File: src/rtl/alu_arbiter_ctrl.sv
// Two-requester round-robin front end for a registered 4-bit ALU.
// Sequences operand load, execute wait, result write, capture and response handshake.
module alu_arbiter_ctrl #(
  parameter int unsigned EXEC_CYCLES = 1
) (
  input  logic       Clk,
  input  logic       Reset,
  input  logic       req0,
  input  logic       req1,
  input  logic [3:0] a0,
  input  logic [3:0] b0,
  input  logic [3:0] m0,
  input  logic [3:0] a1,
  input  logic [3:0] b1,
  input  logic [3:0] m1,
  output logic       gnt0,
  output logic       gnt1,
  output logic       alu_read,
  output logic       alu_write,
  output logic [3:0] alu_a,
  output logic [3:0] alu_b,
  output logic [3:0] alu_m,
  input  logic [3:0] alu_r,
  input  logic       alu_s,
  input  logic       alu_z,
  input  logic       alu_o,
  output logic       rsp_valid,
  input  logic       rsp_ready,
  output logic       rsp_id,
  output logic [3:0] rsp_r,
  output logic [2:0] rsp_flags,
  output logic       busy,
  output logic [7:0] ops_done
);

  localparam int unsigned DW    = 4;
  localparam int unsigned CNT_W = 4;
  localparam int unsigned OPS_W = 8;
  localparam int unsigned FLG_W = 3;

  typedef enum logic [2:0] {IDLE, LOAD, EXEC, WRITE, CAPT, RESP} state_e;

  state_e           state_q, state_d;
  logic [CNT_W-1:0] cnt_q, cnt_d;
  logic             last_q, last_d;
  logic             id_q, id_d;
  logic [DW-1:0]    alu_a_q, alu_a_d, alu_b_q, alu_b_d, alu_m_q, alu_m_d;
  logic             alu_read_q, alu_read_d, alu_write_q, alu_write_d;
  logic             rsp_valid_q, rsp_valid_d, rsp_id_q, rsp_id_d;
  logic [DW-1:0]    rsp_r_q, rsp_r_d;
  logic [FLG_W-1:0] rsp_flags_q, rsp_flags_d;
  logic             busy_q, busy_d;
  logic [OPS_W-1:0] ops_q, ops_d;
  logic             grant_any, grant_id;

  // Next state; the grant is decoded in the IDLE cycle itself so operands are taken that cycle.
  always_comb begin
    state_d     = state_q;
    cnt_d       = cnt_q;
    last_d      = last_q;
    id_d        = id_q;
    alu_a_d     = alu_a_q;
    alu_b_d     = alu_b_q;
    alu_m_d     = alu_m_q;
    rsp_id_d    = rsp_id_q;
    rsp_r_d     = rsp_r_q;
    rsp_flags_d = rsp_flags_q;
    ops_d       = ops_q;
    grant_any   = 1'b0;
    grant_id    = 1'b0;
    gnt0        = 1'b0;
    gnt1        = 1'b0;

    case (state_q)
      IDLE: begin
        if ((req0 || req1) && !Reset) begin
          grant_any = 1'b1;
          // last_q holds the requester served last; the other one wins a tie
          grant_id  = req1 && (!req0 || !last_q);
          gnt0      = !grant_id;
          gnt1      = grant_id;
          id_d      = grant_id;
          last_d    = grant_id;
          alu_a_d   = grant_id ? a1 : a0;
          alu_b_d   = grant_id ? b1 : b0;
          alu_m_d   = grant_id ? m1 : m0;
          state_d   = LOAD;
        end
      end
      LOAD: begin
        cnt_d   = CNT_W'(EXEC_CYCLES - 1);
        state_d = EXEC;
      end
      EXEC: begin
        if (cnt_q == '0) state_d = WRITE;
        else             cnt_d   = cnt_q - CNT_W'(1);
      end
      WRITE: state_d = CAPT;
      CAPT: begin
        rsp_r_d     = alu_r;
        rsp_flags_d = {alu_s, alu_z, alu_o};
        rsp_id_d    = id_q;
        state_d     = RESP;
      end
      RESP: begin
        if (rsp_ready) begin
          ops_d   = ops_q + OPS_W'(1);
          state_d = IDLE;
        end
      end
      default: state_d = IDLE;
    endcase

    alu_read_d  = (state_d == LOAD);
    alu_write_d = (state_d == WRITE);
    rsp_valid_d = (state_d == RESP);
    busy_d      = (state_d != IDLE);
  end

  // Reset abandons any in-flight operation and restores requester 0 priority.
  always_ff @(posedge Clk) begin
    if (Reset) begin
      state_q     <= IDLE;
      cnt_q       <= '0;
      last_q      <= 1'b1;
      id_q        <= 1'b0;
      alu_a_q     <= '0;
      alu_b_q     <= '0;
      alu_m_q     <= '0;
      alu_read_q  <= 1'b0;
      alu_write_q <= 1'b0;
      rsp_valid_q <= 1'b0;
      rsp_id_q    <= 1'b0;
      rsp_r_q     <= '0;
      rsp_flags_q <= '0;
      busy_q      <= 1'b0;
      ops_q       <= '0;
    end else begin
      state_q     <= state_d;
      cnt_q       <= cnt_d;
      last_q      <= last_d;
      id_q        <= id_d;
      alu_a_q     <= alu_a_d;
      alu_b_q     <= alu_b_d;
      alu_m_q     <= alu_m_d;
      alu_read_q  <= alu_read_d;
      alu_write_q <= alu_write_d;
      rsp_valid_q <= rsp_valid_d;
      rsp_id_q    <= rsp_id_d;
      rsp_r_q     <= rsp_r_d;
      rsp_flags_q <= rsp_flags_d;
      busy_q      <= busy_d;
      ops_q       <= ops_d;
    end
  end

  assign alu_read  = alu_read_q;
  assign alu_write = alu_write_q;
  assign alu_a     = alu_a_q;
  assign alu_b     = alu_b_q;
  assign alu_m     = alu_m_q;
  assign rsp_valid = rsp_valid_q;
  assign rsp_id    = rsp_id_q;
  assign rsp_r     = rsp_r_q;
  assign rsp_flags = rsp_flags_q;
  assign busy      = busy_q;
  assign ops_done  = ops_q;

endmodule

File: config.mk
export PLATFORM = sky130hd
export DESIGN_NAME = alu_arbiter_ctrl
export DESIGN_NICKNAME = d
export VERILOG_FILES = /design/src/rtl/alu_arbiter_ctrl.sv
export SDC_FILE = /design/constraint.sdc
export NUM_CORES = 1
export LEC_CHECK = 0
export CORE_MARGIN = 3
export CORE_UTILIZATION = 31
export DETAILED_ROUTE_END_ITERATION = 8
export PLACE_DENSITY = 0.56
export SLEW_MARGIN = 20
export SYNTH_ARGS = -nofsm -noshare
export SYNTH_HDL_FRONTEND = slang
export SYNTH_SLANG_ARGS = --single-unit
File: constraint.sdc
create_clock -name Clk -period 4.5 [get_ports Clk]
set_input_delay 0.9 -clock Clk [delete_from_list [all_inputs] [get_ports Clk]]
set_output_delay 0.9 -clock Clk [all_outputs]
set_load 0.01 [all_outputs]
==> impl_metrics.csv <==
group,metric,value,unit
floorplanning,start_util,33.4,%
sta,timing_hold_violations_final,0,
worst_setup_path,endpoint_kind,"primary output",
final_layout,n_fill_cell,543,
floorplanning,placement_rows,26,
cts,post_cts_resize_count,0,
logic_synthesis,synth_area,1780,sq um
logic_synthesis,synth_area_per_cell,8.69,sq um
run_status,status,"finished clean",
global_routing,groute.usage.overall,14.3,%
logic_synthesis,synth_sequential_area_ratio,46.1,%
floorplanning,die-height,81.8,um
cts,numCtsBuffers,5,
route,routed-via-count,1592,
worst_setup_path,reg2regPathDepth,4,
final_layout,antenna_cells_inserted,0,
logic_synthesis,post_synth_xor_area_fraction,2.95,%
global_routing,grt-ovfl-total,0,
cts,cts-root-to-sink-buffers,2,
sta,setup_viol,0,
cts,cts_tree,"built",
worst_setup_path,worstPathRequired,3.60,ns
power_and_ir_drop,share_clk_of_total_power,25.2,%
worst_setup_path,regToRegSetupSlack,2.65,ns
logic_synthesis,postSynth.asyncResetShare,0,%
global_routing,grt_start_max_net_pins,39,
worst_setup_path,worst_setup_path_start_kind,"input pin",
sta,rsz_0062_raised_after_global_routing,"false",
power_and_ir_drop,switching_part_of_the_total,31.8,%
route,detailedRoute.firstPassIterationCount,4,
logic_synthesis,synth-edff-count,0,
logic_synthesis,yosysTopAreaCell,"dfxtp_1",
sta,post-route-worst-setup-slack,1.02,ns
sta,worst_clock_skew,0.00412,ns
worst_setup_path,max_stage_delay,0.57,ns
worst_setup_path,worst_ep_arrival_time,2.58,ns
cts,clk_pin_slew,0.08,ns
worst_setup_path,cp_slowest_cell,"clkdlybuf4s50_1",
place,numPortBuffers,69,
sta,worst_hold_slack,0.456,ns
logic_synthesis,synth_most_common_cell,"nand2_1",
worst_hold_path,hold_path.startpoint,"rsp_r[2]",
worst_hold_path,min_path_type,"flip-flop to flip-flop",
place,gp_congestion,0.734,
power_and_ir_drop,seq_power_share,40.2,%
worst_setup_path,crit_chain,"clkdlybuf4s50_1 -> nand2_1 -> and2_1 -> nor3_1 -> clkdlybuf4s50_1",
power_and_ir_drop,p_per_area,461,nW/um^2
cts,clockRootBuffer,"clkbuf_8",
logic_synthesis,synth_adder_area_share,2.11,%
route,drt_first_iter_violations,89,
final_layout,area_growth_syn_to_layout,47.9,%
logic_synthesis,synth_top_cells_by_area,"dfxtp_1, nand2_1, a311oi_2, nor2_1, a21oi_1",
sta,max_slew_margin,68.2,%
logic_synthesis,synthesis_stage_register_bit_count,41,
final_layout,final_net_count,310,
place,dp_hpwl,3290,um
logic_synthesis,synthTopCellsByCount,"nand2_1, dfxtp_1, nor2_1, a21oi_1, a311oi_2",
power_and_ir_drop,p_comb_share,34.5,%
worst_hold_path,hold_path_cells,2,
cts,cts-htree-levels,2,
power_and_ir_drop,total_switching_power,387,uW
power_and_ir_drop,intPower,828,uW
worst_hold_path,hold_path_end,"rsp_r[2]",
logic_synthesis,multiplexer_share_of_the_synthesized_area,0.562,%
floorplanning,io_pins,70,
route,via_per_inst,4.65,
worst_setup_path,rr_endpoint,"busy",
global_routing,antenna_found_initial,0,
cts,clock_latency_on_the_worst_skew_pair,0.29,ns
logic_synthesis,synth_top_area_share,46.1,%
power_and_ir_drop,ir_worst_vdd,0.000228,V
logic_synthesis,syn-num-nets,244,
floorplanning,die_w,81.8,um
route,drt-wirelength-per-cell,13.1,um
final_layout,seq_area,821,sq um
floorplanning,die_area,6690,sq um
sta,setup-tns-final,0,ns
logic_synthesis,combinational_family_with_the_most_area_after_synthesis,"simple AND/OR/NAND/NOR gates",
worst_setup_path,r2r-start,"state_q[2]",
place,place_worst_setup_slack,1.01,ns
final_layout,drive_gt1_share,8.82,%
route,routed_wirelength,4470,um
cts,post_cts.repair.setup_buffers,0,
worst_setup_path,critPathMostFrequentCell,"clkdlybuf4s50_1",
global_routing,grt_pass1_vias,1505,
cts,cts_hold_repair.buffers,0,
cts,clock_sinks,41,
worst_setup_path,critical_path_peak_fanout,13,
sta,max_freq,287,MHz
sta,tightest_pin_transition,0.471,ns
logic_synthesis,post_synth_and_or_nand_nor_area_fraction,29.0,%
route,final_antenna_net_count,0,
logic_synthesis,synth_compound_gate_area_share,15.3,%
worst_setup_path,category_of_the_critical_setup_timing_path,"input pin to primary output",
run,maxcap_violations,0,
logic_synthesis,netlist_instances,205,
logic_synthesis,yosys_warnings,0,
sta,fin_crit_sh,77.4,%
global_routing,first_pass_grt_wire_length,7310,um
final_layout,final_core_utilization,49.4,%
sta,timing_max_transition_violations_final,0,
logic_synthesis,synth_ff_type,"dfxtp_1",
logic_synthesis,yosysUniqueCellTypes,37,
final_layout,multiInputGateArea,888,sq um
floorplanning,core_box_area,5340,sq um
power_and_ir_drop,cellLeakagePower,0.935,nW
route,remaining_drc_errors,0,
sta,period_minus_slack,3.48,ns
final_layout,final-instance-count-excl-fill,342,
place,dp.cells,334,
how the worst max path moves through the flow:
stage | from | endpoint | cells after the start
after floorplan | req0 | gnt0 | 4
after CTS | req0 | gnt0 | 5
after detailed placement | req0 | gnt0 | 5
after global routing | req0 | gnt0 | 5
final | req0 | gnt0 | 5
after global placement | req0 | gnt0 | 5
area by class of cell:
class	count	share of cell area (%)
clock buffer	6	3.14
clock inverter	2	1.43
inverter	3	0.428
multi-input combinational	149	33.7
sequential	41	31.2
tap	70	3.33
timing repair buffer	71	26.8
cells in the final DEF (no fill, tap or decap), types with 3 or more instances in the layout:
master           instances
nand2_1                 52
inv_1                    3
o21ai_0                  4
ha_1                     3
xor2_1                   4
nor2_1                  22
a21oi_1                 14
nor3_1                   4
or3_1                    5
dfxtp_1                 41
a311oi_2                 7
clkbuf_8                 6
a311oi_1                 5
clkdlybuf4s50_1         69
nand3b_1                 3
critical path: cells and delay by family:
family                 cells  cell delay [ns]
AND/OR/NAND/NOR            3             0.62
buffers and inverters      2             1.06
stage by stage:
stage	cell area (sq um)	power (mW)
3_5_place_dp	2510	0.920
5_1_grt	2630	1.30
4_1_cts	2630	1.23
2_1_floorplan	1780	0.755
3_3_place_gp	2510	0.919
6_report	2630	1.22
routing by layer:
metal  vias up  global-route usage [%]  routed length [um]
li1        837                       -                   -
met1       716                    18.4                2030
met2        33                    23.1                2190
met3         6                    3.95                 186
met4         0                    4.49                  59
met5         -                       0                   0
logic make-up (layout without fill, tap and decap cells):
logic type | count (synthesis) | in the layout
flip-flops | 41 | 41
AND/OR/NAND/NOR | 105 | 105
AO/OA/AOI/OAI | 34 | 34
adder cells (fa/ha/maj) | 3 | 3
multiplexers | 1 | 1
buffers and inverters | 15 | 82
XOR/XNOR | 6 | 6
power groups by stage:
stage / sequential [mW] / clock (mW) / combinational, mW
after floorplan: 0.496 / 0 / 0.259
after global placement: 0.498 / 0 / 0.422
after detailed placement: 0.498 / 0 / 0.422
after CTS: 0.491 / 0.317 / 0.423
after global routing: 0.501 / 0.336 / 0.467
final: 0.489 / 0.307 / 0.420
registers in the layout, indices dropped and copies added (netlist names):
signal and cells:
cnt_q 4, rsp_flags 3, rsp_valid 1, ops_done 8, alu_a 4, rsp_r 4, id_q 1, alu_read 1
alu_write 1, busy 1, alu_b 4, last_q 1, alu_m 4, rsp_id 1, state_q 3
(Power assumes the default switching activity.)
